===== src/rtl/interrupt_controller.sv =====
// Four-source interrupt arbiter: edge-detects IRQ lines, latches them as pending,
// masks them, and hands the highest-priority unmasked source to the control unit.
module interrupt_controller (
    input  logic       CLK,
    input  logic       CLR,
    input  logic [3:0] IRQ,
    input  logic       MaskWrite,
    input  logic [3:0] MaskData,
    input  logic       EPCWrite,
    input  logic       IntReturn,
    output logic       InterruptIn,
    output logic       InterruptHandler,
    output logic [1:0] IntCause,
    output logic [3:0] Pending,
    output logic [3:0] Mask
);

    typedef enum logic [1:0] {
        IDLE    = 2'b00,
        REQ     = 2'b01,
        SERVICE = 2'b10
    } state_t;

    state_t     state_q, state_d;
    logic [3:0] irqPrev_q;
    logic [3:0] pending_q, pending_d;
    logic [3:0] mask_q, mask_d;
    logic [1:0] cause_q, cause_d;

    logic [3:0] rise;
    logic [3:0] eligible;
    logic [3:0] clearVec;
    logic [1:0] winner;

    assign rise     = IRQ & ~irqPrev_q;
    assign eligible = pending_q & mask_q;

    // Bit 0 has the highest priority.
    always_comb begin
        winner = 2'd0;
        casez (eligible)
            4'b???1: winner = 2'd0;
            4'b??10: winner = 2'd1;
            4'b?100: winner = 2'd2;
            4'b1000: winner = 2'd3;
            default: winner = 2'd0;
        endcase
    end

    always_comb begin
        state_d  = state_q;
        cause_d  = cause_q;
        clearVec = 4'b0000;
        case (state_q)
            IDLE: begin
                if (eligible != 4'b0000) begin
                    cause_d = winner;
                    state_d = REQ;
                end
            end
            REQ: begin
                if (EPCWrite) begin
                    clearVec = 4'b0001 << cause_q;
                    state_d  = SERVICE;
                end
            end
            SERVICE: begin
                if (IntReturn) begin
                    state_d = IDLE;
                end
            end
            default: state_d = IDLE;
        endcase
    end

    // A new edge on the bit being acknowledged survives the clear.
    assign pending_d = (pending_q & ~clearVec) | rise;
    assign mask_d    = MaskWrite ? MaskData : mask_q;

    always_ff @(posedge CLK) begin
        if (CLR) begin
            state_q   <= IDLE;
            irqPrev_q <= IRQ;
            pending_q <= 4'b0000;
            mask_q    <= 4'b0000;
            cause_q   <= 2'b00;
        end else begin
            state_q   <= state_d;
            irqPrev_q <= IRQ;
            pending_q <= pending_d;
            mask_q    <= mask_d;
            cause_q   <= cause_d;
        end
    end

    assign InterruptIn      = (state_q == REQ);
    assign InterruptHandler = (state_q == SERVICE);
    assign IntCause         = cause_q;
    assign Pending          = pending_q;
    assign Mask             = mask_q;

endmodule


===== config.mk =====
export PLATFORM = sky130hd
export DESIGN_NAME = interrupt_controller
export DESIGN_NICKNAME = d
export VERILOG_FILES = /design/src/rtl/interrupt_controller.sv
export SDC_FILE = /design/constraint.sdc
export NUM_CORES = 1
export LEC_CHECK = 0
export ABC_AREA = 1
export CAP_MARGIN = 25
export CORE_MARGIN = 3
export CORE_UTILIZATION = 40
export CTS_CLUSTER_DIAMETER = 100
export DETAILED_ROUTE_END_ITERATION = 6
export PLACE_DENSITY = 0.75
export RECOVER_POWER = 25
export SLEW_MARGIN = 5
export SYNTH_ARGS = -nofsm -noshare
export SYNTH_HDL_FRONTEND = slang
export SYNTH_SLANG_ARGS = --single-unit

===== constraint.sdc =====
create_clock -name CLK -period 1.01 [get_ports CLK]
set_input_delay 0.202 -clock CLK [delete_from_list [all_inputs] [get_ports CLK]]
set_output_delay 0.202 -clock CLK [all_outputs]
set_load 0.1 [all_outputs]

* Word-level counts from Yosys, hierarchy flattened *
Cells that the tools add are included.

word-level totals
  flip-flop bits (word level) = 16
  bits in latches = 0
  RAM bits = 0
  bits in read-only memories = 0
  input bits = 13
  output and inout bits = 12
  logic and storage cells = 31
  memories kept = 0

operators by class
  $add $sub $neg = 0
  multiply operators = 0
  div/mod/pow operators = 0
  $lt $le $gt $ge = 0
  eq/ne operators = 8
  shift operators = 1
  mux-type cells = 7
  bitwise gates (word level) = 6
  reduce and logical (&&, ||, !) cells = 4

operator list
  operator                                              count
  AND 4 bit                                             3
  case mux 2 bit (3 select lines)                       2
  2-to-1 mux 4 bit                                      2
  NOT 4 bit                                             2
  2-to-1 mux 2 bit                                      3
  != test 2 bit (second input constant)                 3
  equality test 2 bit (second input constant)           2
  equality test 4 bit (second input constant)           1
  bitwise OR 4 bit                                      1
  nonzero test 4 bit                                    1
  << shifter 1 x 2 -> 4 bit (first input constant)      1
  equality test 3 bit (second input constant)           1
  AND reduction 3 bit                                   1
  equality test 2 x 1 -> 1 bit (second input constant)  1
  zero test 2 bit                                       1
  AND reduction 2 bit                                   1

* Depth between registers and ports, before layout *
Gate-level depths: netlist (run 1).

  depth in word-level cells = 6
  gate-level depth with buffers = 8

* Worst setup path after synthesis (run 1) *
OpenSTA, ideal clock, no wires.

  path type = flip-flop to flip-flop
  start = reg state_q[1]
  end = reg state_q[1]
  data arrival time = 2,016 ps
  setup slack = -1,085 ps
  cell stages (with the launch flop) = 5
  buffers on the path = 0
  period minus slack after synthesis = 2,095 ps
  cells stage by stage = dfxtp_1 -> inv_1 -> nor2_1 -> nand2_1 -> a211oi_2

on the way
  cells in the longest elaborated chain, start to end = 3

RTL lines
  element                        RTL line  text
  start: declaration             24        state_t state_q, state_d;
  start signal: assignment       88        state_q <= state_d;
  equality test 2 bit *          n/a
  net InterruptHandler           12        output logic InterruptHandler,
  != test 2 bit (no line)        n/a
  AND reduction 3 bit (no line)  n/a

Mark *: on every way through the listed nets, which the timed path passes. The rest lies on a longest branch.
A chain may end at the register's enable or synchronous reset.

* Worst setup path in the final report (run 1) *
  start = reg state_q[1]
  end = out InterruptIn

on the way
  cells in the longest elaborated chain, start to end = 1

RTL lines
  element                       RTL line  text
  equality test 2 x 1 -> 1 bit  96        assign InterruptIn = (state_q == REQ);
  end: declaration              11        output logic InterruptIn,

Every way passes these cells.

==> results of run 1 <==
==> per-layer routing <==
layer	vias up	part of all wire (%)	wire length, um
li1	332	-	-
met1	307	36	660
met2	40	53	988
met3	9	7.4	137
met4	0	3.2	60
met5	-	0	0
==> sequential cells by signal (all words and copies together) (netlist names) <==
signal and flops:
irqPrev_q 4, Pending 4, Mask 4, state_q 2
IntCause 2
==> final cells by class <==
class / instances / area (um2) / share of cell area (%)
repair buffers: 32 / 440 / 37.2
well taps: 15 / 18.8 / 1.59
clock inverters: 1 / 3.75 / 0.317
multi-input cells: 53 / 284 / 24.0
inverters: 13 / 52.6 / 4.44
clock buffers: 3 / 22.5 / 1.90
flip-flops and latches: 16 / 360 / 30.5
==> per-stage QoR <==
stage | TNS, ps | cells | power, uW
floorplan | -397 | 82 | 1050
global placement | -1080 | 123 | 1300
detailed placement | -1390 | 123 | 1310
CTS | -959 | 132 | 1680
global route | -1640 | 133 | 1760
finish | -1060 | 133 | 1690
==> cell families (layout without fill, tap and decap cells) <==
family / count (synthesis) / in the layout / share of synthesized area, %
compound gates: 15 / 15 / 13.6
buf+inv: 13 / 49 / 8.04
flops: 16 / 16 / 52.8
simple gates: 38 / 38 / 25.6
==> where the power goes <==
| group | switching [uW] | internal (uW) |
|---|---|---|
| logic | 380 | 250 |
| clock network | 200 | 144 |
| registers | 51.5 | 670 |
| total | 631 | 1060 |
==> worst max-delay path: stages (launching register included) <==
cell and delay, ps:
dfxtp_2 340, inv_2 60, nand2_4 70, clkinvlp_4 90, buf_12 170
==> synthesized netlist by cell type, drive strengths merged <==
cell type | n | area [um2]
o21ai | 9 | 45.0
a211oi | 1 | 12.5
nand3 | 4 | 20.0
nand2 | 21 | 83.8
inv | 13 | 48.8
dfxtp | 16 | 320
nor2 | 13 | 51.3
a21oi | 5 | 25.0
==> what timing repair did <==
item                       4_1_cts  5_1_grt
pin swaps                        0        2
setup buffers                    5        1
gates resized for setup          2        7
setup endpoints to repair       12       19
==> worst max path at each step <==
stage	from	to	slack, ps	cells after the start
floorplan	state_q[1]	state_q[1]	-210	4
global placement	EPCWrite	Pending[2]	-170	4
detailed placement	EPCWrite	Pending[3]	-190	4
CTS	state_q[1]	InterruptIn	-210	4
global route	state_q[1]	InterruptIn	-270	4
finish	state_q[1]	InterruptIn	-210	4
==> out/metrics.cfg, run 1 <==
[run_status]
status=finished, violations left
failed_checks=setup timing

[cts]
h-tree-depth=1
clkSlewWorstSetupHoldPaths_ps=80
cts_buffer_depth=2
cts_tree=built
cts_inserted_buffers=3
cts-root-buf=clkbuf_4
insertion_delay_ps=290
cts_hold_buf=0
clock_sinks=16

[place]
port_buffers=24
hpwl_um=1250
gp_congestion=0.708
placed_area_um2=1070
place_ws_ps=-192

[floorplan]
start_util_pct=44.4
die_x_um=45.0
row_count=13
die-area_um2=2020
fp.coreArea_um2=1370
die_h_um=45.0
io_pins=25

[drt]
drc=0
first_pass_iters=5
avgRoutedWirePerCell_um=13.9
ant_nets=0
num_vias=688
drtIter0Drc=13
viasPerCell=5.17
drt_wl_total_um=1850

[yosys]
yosysSeqAreaShare_pct=52.8
syn-num-nets=95
ys_warn_count=0
yosysUniqueCellTypes=11
ys_ff_latch=16
synth_cells=82
syn_avg_cell_area_um2=7.40
syn_area_um2=607

[critical_path]
rr_worst_depth=6
cp-end-kind=output pin
worstPathMaxFanout=2
cp.arrival_ps=1020
required_ps=810
path_class=register to output pin
reg2reg_slack_ps=-70
r2r-end=Pending[1]
start_kind=register
reg2reg_from=state_q[1]

[timing]
slew_headroom_pct=83.5
clock-skew-final_ps=10.7
grt_setup_unrepaired=yes
max_freq_mhz=818
worstMarginPinSlew_ps=246
period_share_pct=121
finalSetupViolCount=19
hold_ws_ps=383
finalCriticalPeriod_ps=1220
hold_violations=0
finalMaxSlewViolations=0
setup_slack_ps=-212

[final_layout]
fin_area_um2=1180
n_antenna_cell=0
finalNetCount=132
drive_gt1_share_pct=41.5
post-route-util_pct=86.5
areaGrowthSynthToFinish_pct=94.8
nFillCells=70
final_cell_mix=nand2_1, buf_12, inv_1, nor2_1

[hold_path]
hold_depth=1
hp-start=IRQ[2]
hold_path.class=primary input to register
min_delay_worst_endpoint=irqPrev_q[2]

[grt]
use_met1_pct=20.2
antenna_found_initial=0
grt_usage_pct=19.2
met3_usage_pct=3.59
grt_pass1_wl_um=2790
overflow=0
grt.busiest_layer=met2
grt_max_degree=10
grt_pass1_vias=648
grt_util_met2_pct=34.5

[run]
cap_violations=0

[power_and_ir_drop]
peakVddDrop_mv=0.930
powerDensity_nw_per_um2=1430
leakagePower_uw=0.000539

Note: power is estimated with default switching activity, not from simulation.
==> run 2, diff against run 1 <==
--- a/config.mk
+++ b/config.mk
@@ -7,9 +7,8 @@
 export LEC_CHECK = 0
 export ABC_AREA = 1
 export CAP_MARGIN = 25
-export CORE_MARGIN = 3
 export CORE_UTILIZATION = 40
-export CTS_CLUSTER_DIAMETER = 100
+export CTS_CLUSTER_DIAMETER = 200
 export DETAILED_ROUTE_END_ITERATION = 6
 export PLACE_DENSITY = 0.75
 export RECOVER_POWER = 25
==> run 2 against run 1 <==
  * The flow still finishes with violations (setup timing)
  * Worst setup slack improved by 8.6 ps
  * Via count down 11%
  * Worst hold slack better by 7.6 ps
  * Critical path type unchanged
  * Clock-buffer cell count stayed put
  * Combinational power is 7.6% lower
  * Clock power down 5.8%
  * Clock skew shrank 7.3 ps
  * Highest routed layer unchanged
  * Final area is 5.6% lower
  * Sequential power about the same
  * Non-clock buffer count down 3
  * Register-to-register slack about the same
  * Final cell count is 2.3% lower
==> out/metrics.cfg, run 2 (synthesized netlist as in run 1, its figures left out) <==
[timing]
period_share_pct=120
tns_ps=-658
hold_ws_ps=390
worstMarginPinSlew_ps=213
finalSetupViolCount=15
setup_slack_ps=-203
finalMaxSlewViolations=0
grt_setup_unrepaired=yes
max_freq_mhz=824
finalCriticalPeriod_ps=1210
slew_headroom_pct=85.8
hold_violations=0
clock-skew-final_ps=3.38

[drt]
first_pass_iters=4
num_vias=612
avgRoutedWirePerCell_um=11.3
drtIter0Drc=15
viasPerCell=4.71
ant_nets=0
drt_wl_total_um=1470
drc=0

[final_layout]
nFillCells=81
finalNetCount=129
final_common_cell=nand2_1
final_cell_mix=nand2_1, buf_12, inv_1, nor2_1
fin_area_um2=1120
n_antenna_cell=0
areaGrowthSynthToFinish_pct=83.9
drive_gt1_share_pct=37.4

[power_and_ir_drop]
fin_total_pwr_uw=1630
peakVddDrop_mv=0.923
powerDensity_nw_per_um2=1460
leakagePower_uw=0.000493

[cts]
clock_sinks=16
h-tree-depth=1
cts_buffer_depth=2
cts_inserted_buffers=3
clkSlewWorstSetupHoldPaths_ps=90
cts_tree=built
insertion_delay_ps=270
cts-root-buf=clkbuf_4

[floorplan]
io_pins=25
fp.coreArea_um2=1350
die-area_um2=1680
die_h_um=41.0
die_x_um=41.0
row_count=13
start_util_pct=44.9

[hold_path]
hold_path.class=primary input to register

[place]
hpwl_um=1100
port_buffers=24
placed_area_um2=1060
place_ws_ps=-181
gp_congestion=0.743

[critical_path]
start_kind=register
reg2reg_from=state_q[1]
cp.arrival_ps=1010
slowest_stage=dfxtp_2
cp-endpoint=InterruptIn
reg2reg_slack_ps=-60
cp-end-kind=output pin
r2r-end=Pending[2]
crit_start=state_q[1]
cpPeakStageDelay_ps=350
path_cells=inv_2 > nand2_4 > clkinvlp_4 > buf_12
required_ps=810
path_class=register to output pin
worstPathMaxFanout=2
rr_worst_depth=6

[run_status]
status=finished, violations left
failed_checks=setup timing

[run]
cap_violations=0

[grt]
grt_usage_pct=21.4
grt.busiest_layer=met2
met3_usage_pct=3.26
antenna_found_initial=0
use_met1_pct=25.7
overflow=0
grt_max_degree=10
grt_util_met2_pct=35.5
grt_pass1_wl_um=2270
grt_pass1_vias=564

==> run 2: changes by cell type in the layout (fill, tap and decap cells not counted) <==
cell,delta
buf_6,-2
nand2_1,+2
nand2_4,-2
buf_12,-1
nor2_2,+1
nor2_4,-1
o21ai_1,+1
o21ai_2,-1
==> run 2: per-layer routing <==
| layer | share of wire (%) | up-vias |
|---|---|---|
| met4 | 0.95 | 0 |
| met3 | 3.8 | 2 |
| met1 | 45 | 270 |
| met5 | 0 | - |
| li1 | - | 324 |
| met2 | 50 | 16 |
==> run 2: worst max-delay path, delay by kind of cell (launching register included) <==
kind | cells | cell delay [ps]
DFF | 1 | 350
buffers and inverters | 3 | 320
and+or+nand+nor | 1 | 70
==> run 2: repair_timing <==
| action | in CTS | in global routing |
|---|---|---|
| hold buffers | 0 | 0 |
| resized for setup | 1 | 0 |
| endpoints found under the setup margin | 12 | 16 |
| buffers inserted | 3 | 0 |
| pin swaps | 3 | 1 |
==> run 2: area by class of cell <==
| type | instances | area [um2] | area share, % |
|---|---|---|---|
| clock buffer | 3 | 22.5 | 2.02 |
| timing repair buffer | 29 | 398 | 35.7 |
| multi-input combinational | 53 | 260 | 23.3 |
| tap | 15 | 18.8 | 1.68 |
| inverter | 13 | 52.6 | 4.71 |
| clock inverter | 1 | 3.75 | 0.336 |
| sequential | 16 | 360 | 32.3 |
==> run 2: metrics by stage <==
| step | util (%) | instances |
|---|---|---|
| 5_1_grt | 82.7 | 130 |
| 3_3_place_gp | 78.7 | 123 |
| 3_5_place_dp | 78.7 | 123 |
| 6_report | 82.7 | 130 |
| 2_1_floorplan | - | 82 |
| 4_1_cts | 82.7 | 130 |
==> run 2: power by group <==
group	switching (uW)	internal [uW]	total, uW	leakage [uW]
sequential	49.7	670	719	0.000140
combinational	355	227	582	0.000338
clock	181	143	324	0.0000154
==> run 2: worst min-delay path by stage <==
stage | startpoint | end | depth (start not counted)
after floorplan | IRQ[0] | irqPrev_q[0] | 0
after global placement | irqPrev_q[2] | Pending[2] | 3
after detailed placement | irqPrev_q[3] | Pending[3] | 3
after CTS | IRQ[3] | irqPrev_q[3] | 1
after global routing | IRQ[3] | irqPrev_q[3] | 1
final | IRQ[3] | irqPrev_q[3] | 1
